## config.mk

```make
export PLATFORM = sky130hd
export DESIGN_NAME = lc3_mem_responder
export DESIGN_NICKNAME = d
export VERILOG_FILES = /design/src/rtl/lc3_mem_responder.sv
export SDC_FILE = /design/constraint.sdc
export NUM_CORES = 1
export LEC_CHECK = 0
export CAP_MARGIN = 0
export CORE_MARGIN = 8
export CORE_UTILIZATION = 35
export CTS_CLUSTER_DIAMETER = 40
export DETAILED_ROUTE_END_ITERATION = 12
export GPL_TIMING_DRIVEN = 0
export HOLD_SLACK_MARGIN = 0.03
export PLACE_DENSITY = 0.73
export SYNTH_ARGS = -nofsm -noshare
export SYNTH_HDL_FRONTEND = slang
export SYNTH_SLANG_ARGS = --single-unit
```

## constraint.sdc

```tcl
create_clock -name Clk -period 5.9 [get_ports Clk]
set_clock_uncertainty 0.05 [all_clocks]
set_input_delay 0.59 -clock Clk [delete_from_list [all_inputs] [get_ports Clk]]
set_output_delay 0.59 -clock Clk [all_outputs]
set_load 0.03 [all_outputs]
```

## src/rtl/lc3_mem_responder.sv

```systemverilog
// ============================================================================
// Module   : lc3_mem_responder
// Function : LC-3 MAR/MDR memory responder; SRAM wait-state sequencer plus
//            one memory-mapped I/O address (switch read / hex-display write).
// Revision : 1.0
// ============================================================================
`default_nettype none

module lc3_mem_responder #(
    parameter int          WAIT_CYCLES = 2,
    parameter logic [15:0] IO_ADDR     = 16'hFFFF
) (
    input  logic        Clk,
    input  logic        Reset_ah,
    input  logic        Req,
    input  logic        WE,
    input  logic [15:0] ADDR,
    input  logic [15:0] WDATA,
    output logic [15:0] RDATA,
    output logic        R,
    output logic [15:0] SRAM_ADDR,
    output logic        SRAM_CE_N,
    output logic        SRAM_OE_N,
    output logic        SRAM_WE_N,
    output logic [15:0] SRAM_DQ_out,
    output logic        SRAM_DQ_oe,
    input  logic [15:0] SRAM_DQ_in,
    input  logic [15:0] Switches,
    output logic [15:0] HEX_Data
);

    typedef enum logic [1:0] {
        S_IDLE    = 2'd0,
        S_ACCESS  = 2'd1,
        S_DONE    = 2'd2,
        S_RELEASE = 2'd3
    } state_t;

    localparam logic [3:0] CNT_LOAD = 4'(WAIT_CYCLES - 1);

    state_t      state_q, state_d;
    logic [3:0]  cnt_q, cnt_d;
    logic        we_q, we_d;
    logic [15:0] rdata_q, rdata_d;
    logic [15:0] hex_q, hex_d;
    logic [15:0] addr_q, addr_d;
    logic [15:0] dq_q, dq_d;

    always_ff @(posedge Clk or posedge Reset_ah) begin
        if (Reset_ah) begin
            state_q <= S_IDLE;
            cnt_q   <= 4'd0;
            we_q    <= 1'b0;
            rdata_q <= 16'h0000;
            hex_q   <= 16'h0000;
            addr_q  <= 16'h0000;
            dq_q    <= 16'h0000;
        end else begin
            state_q <= state_d;
            cnt_q   <= cnt_d;
            we_q    <= we_d;
            rdata_q <= rdata_d;
            hex_q   <= hex_d;
            addr_q  <= addr_d;
            dq_q    <= dq_d;
        end
    end

    always_comb begin
        state_d = state_q;
        cnt_d   = cnt_q;
        we_d    = we_q;
        rdata_d = rdata_q;
        hex_d   = hex_q;
        addr_d  = addr_q;
        dq_d    = dq_q;

        case (state_q)
            S_IDLE: begin
                if (Req) begin
                    addr_d = ADDR;
                    dq_d   = WDATA;
                    we_d   = WE;
                    // The I/O address never touches the SRAM pins.
                    if (ADDR == IO_ADDR) begin
                        if (WE) hex_d   = WDATA;
                        else    rdata_d = Switches;
                        state_d = S_DONE;
                    end else begin
                        cnt_d   = CNT_LOAD;
                        state_d = S_ACCESS;
                    end
                end
            end
            S_ACCESS: begin
                if (cnt_q == 4'd0) begin
                    if (!we_q) rdata_d = SRAM_DQ_in;
                    state_d = S_DONE;
                end else begin
                    cnt_d = cnt_q - 4'd1;
                end
            end
            S_DONE: begin
                state_d = Req ? S_RELEASE : S_IDLE;
            end
            S_RELEASE: begin
                if (!Req) state_d = S_IDLE;
            end
            default: state_d = S_IDLE;
        endcase
    end

    // Strobes decode straight from the state register so reset drops them at once.
    logic access_w;
    assign access_w    = (state_q == S_ACCESS);
    assign R           = (state_q == S_DONE);
    assign SRAM_CE_N   = !access_w;
    assign SRAM_OE_N   = !(access_w && !we_q);
    assign SRAM_WE_N   = !(access_w && we_q);
    assign SRAM_DQ_oe  = access_w && we_q;
    assign SRAM_ADDR   = addr_q;
    assign SRAM_DQ_out = dq_q;
    assign RDATA       = rdata_q;
    assign HEX_Data    = hex_q;

endmodule

`default_nettype wire

```

==> impl_metrics.yaml <==
clock_network:
  cts_hold_buffers: 0
  post_cts.repair.setup_buffers: 0
  cts_max_level: 3
  cts.reportedPaths.clkPinSlew_ns: 0.08
  tritoncts: "built"
  numCtsBuffers: 9
  cts_resized: 0
  clock-sinks: 71
  worstSkewPairLatency_ns: 0.33
  clk_path_buf_depth: 2
  clock-root-buffer: "clkbuf_8"
detailed_routing:
  post_drt_wl_per_cell_microns: 16.86
  drt_pass1_iterations: 4
  detail_route.wirelength_microns: 7939
  detail_route.vias_per_cell: 4.707
  detail_route.iter0.violations: 71
  ant_nets: 0
  vias: 2217
  drc_errors: 0
critical_path:
  type_of_the_setup_path_with_the_least_slack: "reg -> out"
  worst-endpoint-arrival_ns: 2.63
  cp.required_ns: 5.26
  critical_path.endpoint_type: "output pin"
  startpoint_type: "flop"
  timing.critical_path.fanout_max: 10
global_routing:
  groute.usage.overall_pct: 13.51
  grt_met2_use_pct: 20.80
  vias_in_the_first_global_route: 2423
  grt-busiest-layer: "met2"
  globalRouteOverflowTotal: 0
  grt_pass1_wl_microns: 12430
  pin_count_of_the_biggest_net_entering_global_routing: 72
  gr-usage-met3_pct: 6.206
  use_met1_pct: 16.07
  antenna_found_initial: 0
finish:
  multiInputGateArea_sq_um: 1185
  post_route_cells_drive_above_1_share_pct: 28.37
  nFillCells: 735
  num-nets-final: 428
  synthToLayoutAreaGrowth_pct: 56.58
  diodes: 0
  final_util_pct: 55.45
  sequential_cell_area_sq_um: 1777
  layout_commonest_cell: "clkdlybuf4s50_1"
  layout_common_cells: "clkdlybuf4s50_1 (136), mux2_2 (81), dfrtp_1 (71)"
sta:
  setup_viol: 0
  timing.max_slew.rel_slack_pct: 41.50
  clock.fmax_mhz: 305.8
  fin_tns_setup_ns: 0
  timing.final.hold_violations: 0
  period_share_pct: 55.43
  min_period_ns: 3.271
  rsz0062_at_grt: "false"
  timing_worst_slew_pin_value_ns: 0.8775
  finalMaxSlewViolations: 0
die:
  die_outline_area_sq_um: 11930
  die_h_microns: 109.2
  num_ports: 137
  chipWidth_microns: 109.2
  rows: 34
  initial_core_util_pct: 35.41
  floorplan.core_area_sq_um: 8593
synth:
  avgSynthCellArea_sq_um: 14.42
  yosysUniqueCellTypes: 29
  synth_edf_count: 0
  synthesis.instances: 211
  synthesis.yosys.warnings: 0
  synthDominantAreaCellType: "dfrtp_1"
  synth.yosys.seq_area_share_pct: 58.39
  synth_flop_cell: "dfrtp_1"
  synth.top_cell.area_share_pct: 58.39
  ys_top_cells_by_area: "dfrtp_1 (58%), mux2_2 (30%), inv_1 (0.99%)"
  synth-async-reset-ratio_pct: 100.0
  postSynthRegisterBits: 71
  mappedNetlistArea_sq_um: 3043
  synth.net_count: 281
placed_design:
  port_buffers: 136
  detailed_place_hpwl_microns: 6105
  globalplace.congestion: 0.7036
power_and_ir_drop:
  internal_power_uw: 1573
  irDropWorstVdd_v: 0.0002348
  seqPwrFrac_pct: 30.3
  clkPwrFrac_pct: 16.7
  leakagePower_uw: 0.001990
  netSwitchingFraction_pct: 38.40
  combPwrFrac_pct: 53.1
  power_per_cell_area_nw_per_um2: 536.0
  switching_power_uw: 980.8
job:
  timing.max_cap.violations: 0
outcome:
  result_of_the_run: "finished, final reports clean"
min_path:
  holdCritPathClass: "reg -> reg"
[cells in the mapped netlist, drive strengths merged (3+ instances only)]
master	count
buf	3
o21ai	3
dfrtp	71
mux2	81
inv	8
nand4	4
clkbuf	7
nand2	7
[path summary, 6_finish.rpt]
check	start	endpoint	slack (ns)	depth (start not counted)
setup / recovery	state_q[0]$_DFFE_PP0P_	SRAM_DQ_oe	2.63	6
hold / removal	RDATA[0]$_DFFE_PP0P_	RDATA[0]$_DFFE_PP0P_	0.46	1
setup reg to reg	cnt_q[0]$_DFFE_PP0P_	RDATA[2]$_DFFE_PP0P_	3.20	7
hold reg to reg	RDATA[0]$_DFFE_PP0P_	RDATA[0]$_DFFE_PP0P_	0.46	1
max in group asynchronous	Reset_ah	RDATA[7]$_DFFE_PP0P_	4.47	2
min in group asynchronous	Reset_ah	HEX_Data[2]$_DFFE_PP0P_	0.74	2
[metal layers]
| layer | routed length [microns] | up-vias | share of wire [%] |
|---|---|---|---|
| li1 | - | 1051 | - |
| met1 | 3297 | 1062 | 42 |
| met2 | 3566 | 97 | 45 |
| met3 | 1009 | 7 | 13 |
| met4 | 65 | 0 | 0.82 |
| met5 | 0 | - | 0 |
[critical path, cell delays in order, from the launching register on]
cell             delay [ns]
dfrtp_1                0.32
clkbuf_1               0.30
nor2b_1                0.34
clkbuf_1               0.45
nand2_1                0.14
inv_1                  0.07
clkdlybuf4s50_1        0.66
[logic make-up (layout without fill, tap and decap cells)]
kind of cell	after synthesis	count (layout)	share of synthesized area, %
multiplexers	81	81	29.98
flip-flops	71	71	58.39
AND/OR/NAND/NOR	26	26	4.893
buffers and inverters	18	170	2.673
AO/OA/AOI/OAI	13	13	3.249
adder cells (fa/ha/maj)	2	2	0.8222
[state kept, by name (all words and copies together), names as in the netlist]
register,count
HEX_Data,16
RDATA,16
SRAM_ADDR,16
SRAM_DQ_out,16
cnt_q,4
state_q,2
we_q,1
[final cells by class]
| cell class | count | area share, % |
|---|---|---|
| Inverter | 8 | 0.6828 |
| Tap cell | 108 | 2.836 |
| Multi-Input combinational cell | 122 | 24.87 |
| Clock buffer | 11 | 2.967 |
| Timing Repair Buffer | 136 | 28.57 |
| Sequential cell | 71 | 37.29 |
| Clock inverter | 5 | 1.707 |
| Buffer | 10 | 1.077 |
[power groups by stage]
stage | sequential (uW) | combinational (uW) | clock [uW]
finish | 773 | 1360 | 425
global route | 800 | 1450 | 460
CTS | 776 | 1380 | 444
detailed placement | 785 | 1380 | 0
global placement | 773 | 1360 | 0
floorplan | 1120 | 494 | 0
[per-stage QoR]
stage               instance area [sq um]  worst slack [ns]  instances  hold slack [ns]  power (uW)
finish                               4765             2.629        471           0.4560        2554
detailed placement                   4542             2.653        455           0.4444        2160
global placement                     4539             2.188        455           0.4380        2132
CTS                                  4765             2.553        471           0.4601        2599
floorplan                            3043             3.463        211           0.4599        1612
global route                         4765             2.351        471           0.4743        2707
(Power assumes the default switching activity.)
